[config.mk]
export PLATFORM = sky130hd
export DESIGN_NAME = store_unit
export DESIGN_NICKNAME = d
export VERILOG_FILES = /design/src/rtl/store_unit_pkg.sv /design/src/rtl/store_unit_fmt.sv /design/src/rtl/store_unit.sv
export SDC_FILE = /design/constraint.sdc
export NUM_CORES = 1
export LEC_CHECK = 0
export ABC_CLOCK_PERIOD_IN_PS = 12400
export CORE_MARGIN = 3
export CORE_UTILIZATION = 35
export DETAILED_ROUTE_END_ITERATION = 7
export PLACE_DENSITY_LB_ADDON = 0.12
export SYNTH_ARGS = -nofsm -noshare
export SYNTH_HDL_FRONTEND = slang
export SYNTH_SLANG_ARGS = --single-unit
[constraint.sdc]
create_clock -name clk -period 12.4 [get_ports clk]
set_input_delay 2.48 -clock clk [delete_from_list [all_inputs] [get_ports clk]]
set_output_delay 2.48 -clock clk [all_outputs]
set_load 0.02 [all_outputs]
[src/rtl/store_unit_pkg.sv]
// Shared store-path definitions: funct3 encodings, bus widths and the
// store-buffer entry layout.
package store_unit_pkg;

  localparam int MEM_ADDR_W = 32;
  localparam int REG_W      = 32;
  localparam int MEM_W      = 32;
  localparam int STRB_W     = 4;

  localparam logic [6:0] INST_TYPE_S = 7'b0100011;
  localparam logic [2:0] INST_SB     = 3'b000;
  localparam logic [2:0] INST_SH     = 3'b001;
  localparam logic [2:0] INST_SW     = 3'b010;

  typedef struct packed {
    logic [MEM_ADDR_W-3:0] waddr;
    logic [MEM_W-1:0]      wdata;
    logic [STRB_W-1:0]     wstrb;
  } st_entry_t;

endpackage

[src/rtl/store_unit_fmt.sv]
// Combinational store formatter: replicates rs2 across lanes and derives the
// byte strobes plus misaligned/illegal flags from funct3 and the low address bits.
module store_fmt
  import store_unit_pkg::*;
(
  input  logic [2:0]        funct3_i,
  input  logic [1:0]        addr_lo_i,
  input  logic [REG_W-1:0]  data_i,
  output logic [MEM_W-1:0]  wdata_o,
  output logic [STRB_W-1:0] wstrb_o,
  output logic              misaligned_o,
  output logic              illegal_o
);

  always_comb begin
    wdata_o      = '0;
    wstrb_o      = '0;
    misaligned_o = 1'b0;
    illegal_o    = 1'b0;
    case (funct3_i)
      INST_SB: begin
        wdata_o = {4{data_i[7:0]}};
        wstrb_o = 4'b0001 << addr_lo_i;
      end
      INST_SH: begin
        wdata_o      = {2{data_i[15:0]}};
        wstrb_o      = addr_lo_i[1] ? 4'b1100 : 4'b0011;
        misaligned_o = addr_lo_i[0];
      end
      INST_SW: begin
        wdata_o      = data_i;
        wstrb_o      = 4'b1111;
        misaligned_o = (addr_lo_i != 2'b00);
      end
      default: illegal_o = 1'b1;
    endcase
  end

endmodule

[src/rtl/store_unit.sv]
// Store buffer: formats SB/SH/SW requests, queues them in a strict FIFO and
// drains them to the data RAM over req/ack; flags loads hitting a pending word.
module store_unit
  import store_unit_pkg::*;
#(
  parameter int DEPTH = 2
) (
  input  logic                  clk,
  input  logic                  rstn,
  input  logic                  st_valid_i,
  output logic                  st_ready_o,
  input  logic [2:0]            st_funct3_i,
  input  logic [MEM_ADDR_W-1:0] st_addr_i,
  input  logic [REG_W-1:0]      st_data_i,
  output logic                  err_o,
  output logic [MEM_ADDR_W-1:0] err_addr_o,
  output logic                  ram_req_o,
  output logic [MEM_ADDR_W-1:0] ram_addr_o,
  output logic [MEM_W-1:0]      ram_wdata_o,
  output logic [STRB_W-1:0]     ram_wstrb_o,
  input  logic                  ram_ack_i,
  input  logic [MEM_ADDR_W-1:0] ld_chk_addr_i,
  output logic                  ld_hit_o,
  output logic                  empty_o
);

  localparam int PTR_W = (DEPTH > 1) ? $clog2(DEPTH) : 1;
  localparam int CNT_W = PTR_W + 1;

  logic [MEM_W-1:0]      fmt_wdata;
  logic [STRB_W-1:0]     fmt_wstrb;
  logic                  fmt_mis;
  logic                  fmt_ill;

  logic                  accept, push, pop, reject;
  logic [CNT_W-1:0]      count_d, count_q;
  logic [PTR_W-1:0]      wr_ptr_d, wr_ptr_q, rd_ptr_d, rd_ptr_q;
  logic [DEPTH-1:0]      vld_d, vld_q;
  logic                  err_d, err_q;
  logic [MEM_ADDR_W-1:0] err_addr_d, err_addr_q;
  st_entry_t             buf_d [DEPTH];
  st_entry_t             buf_q [DEPTH];
  logic                  unused_ld_lo;

  store_fmt u_fmt (
    .funct3_i     (st_funct3_i),
    .addr_lo_i    (st_addr_i[1:0]),
    .data_i       (st_data_i),
    .wdata_o      (fmt_wdata),
    .wstrb_o      (fmt_wstrb),
    .misaligned_o (fmt_mis),
    .illegal_o    (fmt_ill)
  );

  assign st_ready_o  = (count_q != CNT_W'(DEPTH));
  assign empty_o     = (count_q == '0);
  assign ram_req_o   = !empty_o;
  assign ram_addr_o  = {buf_q[rd_ptr_q].waddr, 2'b00};
  assign ram_wdata_o = buf_q[rd_ptr_q].wdata;
  assign ram_wstrb_o = buf_q[rd_ptr_q].wstrb;
  assign err_o       = err_q;
  assign err_addr_o  = err_addr_q;
  assign unused_ld_lo = ^ld_chk_addr_i[1:0];

  // Rejected stores are consumed from the pipeline but never reach the FIFO.
  assign accept = st_valid_i && st_ready_o;
  assign reject = accept && (fmt_mis || fmt_ill);
  assign push   = accept && !(fmt_mis || fmt_ill);
  assign pop    = ram_req_o && ram_ack_i;

  always_comb begin
    count_d    = count_q + CNT_W'(push) - CNT_W'(pop);
    wr_ptr_d   = push ? wr_ptr_q + PTR_W'(1) : wr_ptr_q;
    rd_ptr_d   = pop  ? rd_ptr_q + PTR_W'(1) : rd_ptr_q;
    err_d      = reject;
    err_addr_d = reject ? st_addr_i : err_addr_q;
    vld_d      = vld_q;
    buf_d      = buf_q;
    if (pop) vld_d[rd_ptr_q] = 1'b0;
    if (push) begin
      vld_d[wr_ptr_q] = 1'b1;
      buf_d[wr_ptr_q] = '{waddr: st_addr_i[MEM_ADDR_W-1:2], wdata: fmt_wdata, wstrb: fmt_wstrb};
    end
  end

  // Only registered entries are compared; an in-flight accept cannot hit.
  always_comb begin
    ld_hit_o = 1'b0;
    for (int i = 0; i < DEPTH; i++) begin
      if (vld_q[i] && (buf_q[i].waddr == ld_chk_addr_i[MEM_ADDR_W-1:2])) ld_hit_o = 1'b1;
    end
  end

  always_ff @(posedge clk or negedge rstn) begin
    if (!rstn) begin
      count_q    <= '0;
      wr_ptr_q   <= '0;
      rd_ptr_q   <= '0;
      vld_q      <= '0;
      err_q      <= 1'b0;
      err_addr_q <= '0;
    end else begin
      count_q    <= count_d;
      wr_ptr_q   <= wr_ptr_d;
      rd_ptr_q   <= rd_ptr_d;
      vld_q      <= vld_d;
      err_q      <= err_d;
      err_addr_q <= err_addr_d;
    end
  end

  always_ff @(posedge clk) begin
    buf_q <= buf_d;
  end

endmodule
==> impl_metrics.json <==
{
  "postCtsSetupBuffers": 0,
  "synth_area_mm2": 0.00767,
  "grt_max_degree": 70,
  "dieArea_mm2": 0.0237,
  "ys_seq_elements": 171,
  "hpwl_mm": 13.6,
  "p_per_area_mw_per_mm2": 196,
  "cts_buffer_depth": 2,
  "p_int_mw": 1.40,
  "grt.overflow.total": 0,
  "reg2reg_depth": 5,
  "yosys_warnings": 0,
  "areaGrowthSynthToFinish_pct": 37.1,
  "slew_viol_final": 0,
  "yosys-top-cells-area": "edfxtp_1, dfrtp_1, mux2_2",
  "num_vias": 4781,
  "status": "finished, final reports clean",
  "cts_tree": "done",
  "rsz0062_at_grt": "false",
  "grt_pass1_wl_mm": 29.8,
  "slew_headroom": 0.292,
  "synth_flop_cell": "edfxtp_1",
  "clock_latency_ns": 0.42,
  "pwr-share-clk": 0.250,
  "die_x_um": 154,
  "arrival_ns": 4.69,
  "ys_async_sr_fraction": 0.228,
  "grt_pass1_vias": 5249,
  "period_minus_slack_ns": 7.17,
  "drv_cap": 0,
  "place_inst": 958,
  "antenna_cells": 0,
  "p_seq_frac": 0.390,
  "setup_violations": 0,
  "nFillCells": 1874,
  "wl_per_cell_um": 19.5,
  "cts-root-buf": "clkbuf_16",
  "firstDrtPassIters": 5,
  "synth_cells": 498,
  "timing.hold.ws_ns": 0.511,
  "fin_nets": 806,
  "antenna_left": 0,
  "crit_type": "primary input to output pin",
  "io_buffers": 203,
  "path_clk_slew_ns": 0.07,
  "avgSynthCellArea_um2": 15.4,
  "synth_edf_count": 132,
  "synthMostInstantiatedCell": "edfxtp_1",
  "yosys.area.top_type_share": 0.517,
  "gp_congestion": 0.841,
  "vdd_drop_max_uv": 109,
  "drt_iter0_drc": 176,
  "layout_setup_ws_ns": 5.23,
  "start_kind": "primary input",
  "setup_tns_ns": 0,
  "synth_commonest_cells": "edfxtp_1, mux2_2, dfrtp_1, xnor2_1, xor2_1",
  "drt-vias-per-instance": 4.83,
  "endpoint": "ld_hit_o",
  "synth_top_area_cell": "edfxtp_1",
  "post-place-ws_ns": 5.20,
  "post-route-period-util": 0.578,
  "yosysSeqAreaShare": 0.644,
  "ctsResizeCount": 0,
  "swShare": 0.319,
  "synth_cell_type_count": 36,
  "critPathMaxFanout": 2,
  "fmax_mhz": 140,
  "hold_viol": 0,
  "cts_buffers": 17,
  "postCtsHoldBufs": 0,
  "start_util": 0.360,
  "rows": 53,
  "worstHoldPathType": "flip-flop to flip-flop",
  "finClkSkew_ns": 0.0122,
  "antenna_found_initial": 0,
  "ios": 208,
  "globalRouteTotalUtil": 0.165,
  "comb_power_share": 0.360,
  "crit_required_ns": 9.92,
  "cts_sinks": 171,
  "regToRegSetupSlack_ns": 9.87,
  "crit_path_end_kind": "output pin",
  "power_switching_mw": 0.657,
  "worst_pin_slew_ns": 1.06,
  "fin_util": 0.494,
  "coreArea_mm2": 0.0213,
  "drive_above_1_share": 0.200,
  "r2r_start": "count_q[1]$_DFF_PN0_",
  "routed_wl_mm": 19.3,
  "fp.dieH_um": 154,
  "power_leakage_nw": 3.75,
  "drc_errors": 0,
  "worstSetupStartpoint": "ld_chk_addr_i[14]",
  "htree_levels": 4,
  "regToRegEndpoint": "buf_q[115]$_DFFE_PP_",
  "finalNonFillerCells": 989
}
-- per-stage QoR --
step	cell area [um2]	power (mW)
finish	10500	2.06
floorplan	7670	1.22
CTS	10500	2.09
detailed placement	9950	1.56
global placement	9950	1.56
global route	10500	2.15
-- kinds of logic (layout without fill, tap and decap cells) --
logic type                 count (synthesis)  count (layout)  synth area share
buffers and inverters                     33             248            0.0253
adders and majority gates                  1               1           0.00163
and+or+nand+nor                           76              76            0.0525
muxes                                     98              98             0.158
AOI/OAI and AO/OA                         53              53            0.0437
xor gates and xnor gates                  65              65            0.0742
other                                      1               2          0.000489
DFF                                      171             171             0.644
-- how the worst min path moves through the flow --
stage,to,slack [ns],cells after the start,startpoint
3_5_place_dp,err_addr_o[28]$_DFFE_PN0P_,0.49,1,err_addr_o[28]$_DFFE_PN0P_
4_1_cts,err_addr_o[28]$_DFFE_PN0P_,0.51,1,err_addr_o[28]$_DFFE_PN0P_
6_report,err_addr_o[31]$_DFFE_PN0P_,0.51,1,err_addr_o[31]$_DFFE_PN0P_
5_1_grt,err_addr_o[28]$_DFFE_PN0P_,0.52,1,err_addr_o[28]$_DFFE_PN0P_
2_1_floorplan,vld_q[0]$_DFF_PN0_,0.47,2,vld_q[0]$_DFF_PN0_
3_3_place_gp,err_addr_o[31]$_DFFE_PN0P_,0.49,1,err_addr_o[31]$_DFFE_PN0P_
-- worst max-delay path: stages --
cell and delay (ns):
clkdlybuf4s50_1 0.45, xnor2_1 0.22, nand4_1 0.17, or4_1 0.54, o22ai_1 0.17, clkdlybuf4s50_1 0.65
-- flip-flops by register name (all words and copies together) (netlist names) --
signal and count:
vld_q 2, err_o 1, rd_ptr_q 1, count_q 2, wr_ptr_q 1, err_addr_o 32
buf_q 132
-- cells in the final DEF (no fill, tap or decap), types with 3 or more instances in the layout --
master           instances
and2_1                   8
buf_4                    7
clkdlybuf4s50_1        202
a21oi_1                 28
mux2_2                  69
clkbuf_16               17
dfrtp_1                 38
a2bb2oi_1               16
nor2b_1                 12
xnor2_1                 34
inv_1                    7
o21ai_0                  4
nor4_1                   6
xor2_1                  31
nor2_1                  28
edfxtp_1               132
inv_8                    3
nand4_1                 10
mux2_4                  29
clkinvlp_4               4
-- final cells by class --
cell class,count,area [um2],area share
clock inverter,14,139,0.0132
tap,275,344,0.0327
clock buffer,17,425,0.0405
sequential,171,4940,0.470
inverter,7,26.3,0.00250
multi-input combinational,295,2560,0.243
timing repair buffer,210,2080,0.198
-- power by group through the flow --
stage / Combinational, mW / Clock (mW) / Sequential, mW
finish: 0.739 / 0.515 / 0.802
global route: 0.782 / 0.554 / 0.816
CTS: 0.751 / 0.531 / 0.806
detailed placement: 0.747 / 0 / 0.817
global placement: 0.745 / 0 / 0.811
floorplan: 0.399 / 0 / 0.819
-- per-layer routing --
layer  part of all wire  up-vias  track usage
met2               0.48      184        0.268
met5                  0        -            0
met4              0.015        0       0.0450
li1                   -     2241            -
met1               0.42     2338        0.209
met3              0.086       18       0.0585
Note: power is estimated with default switching activity, not from simulation.
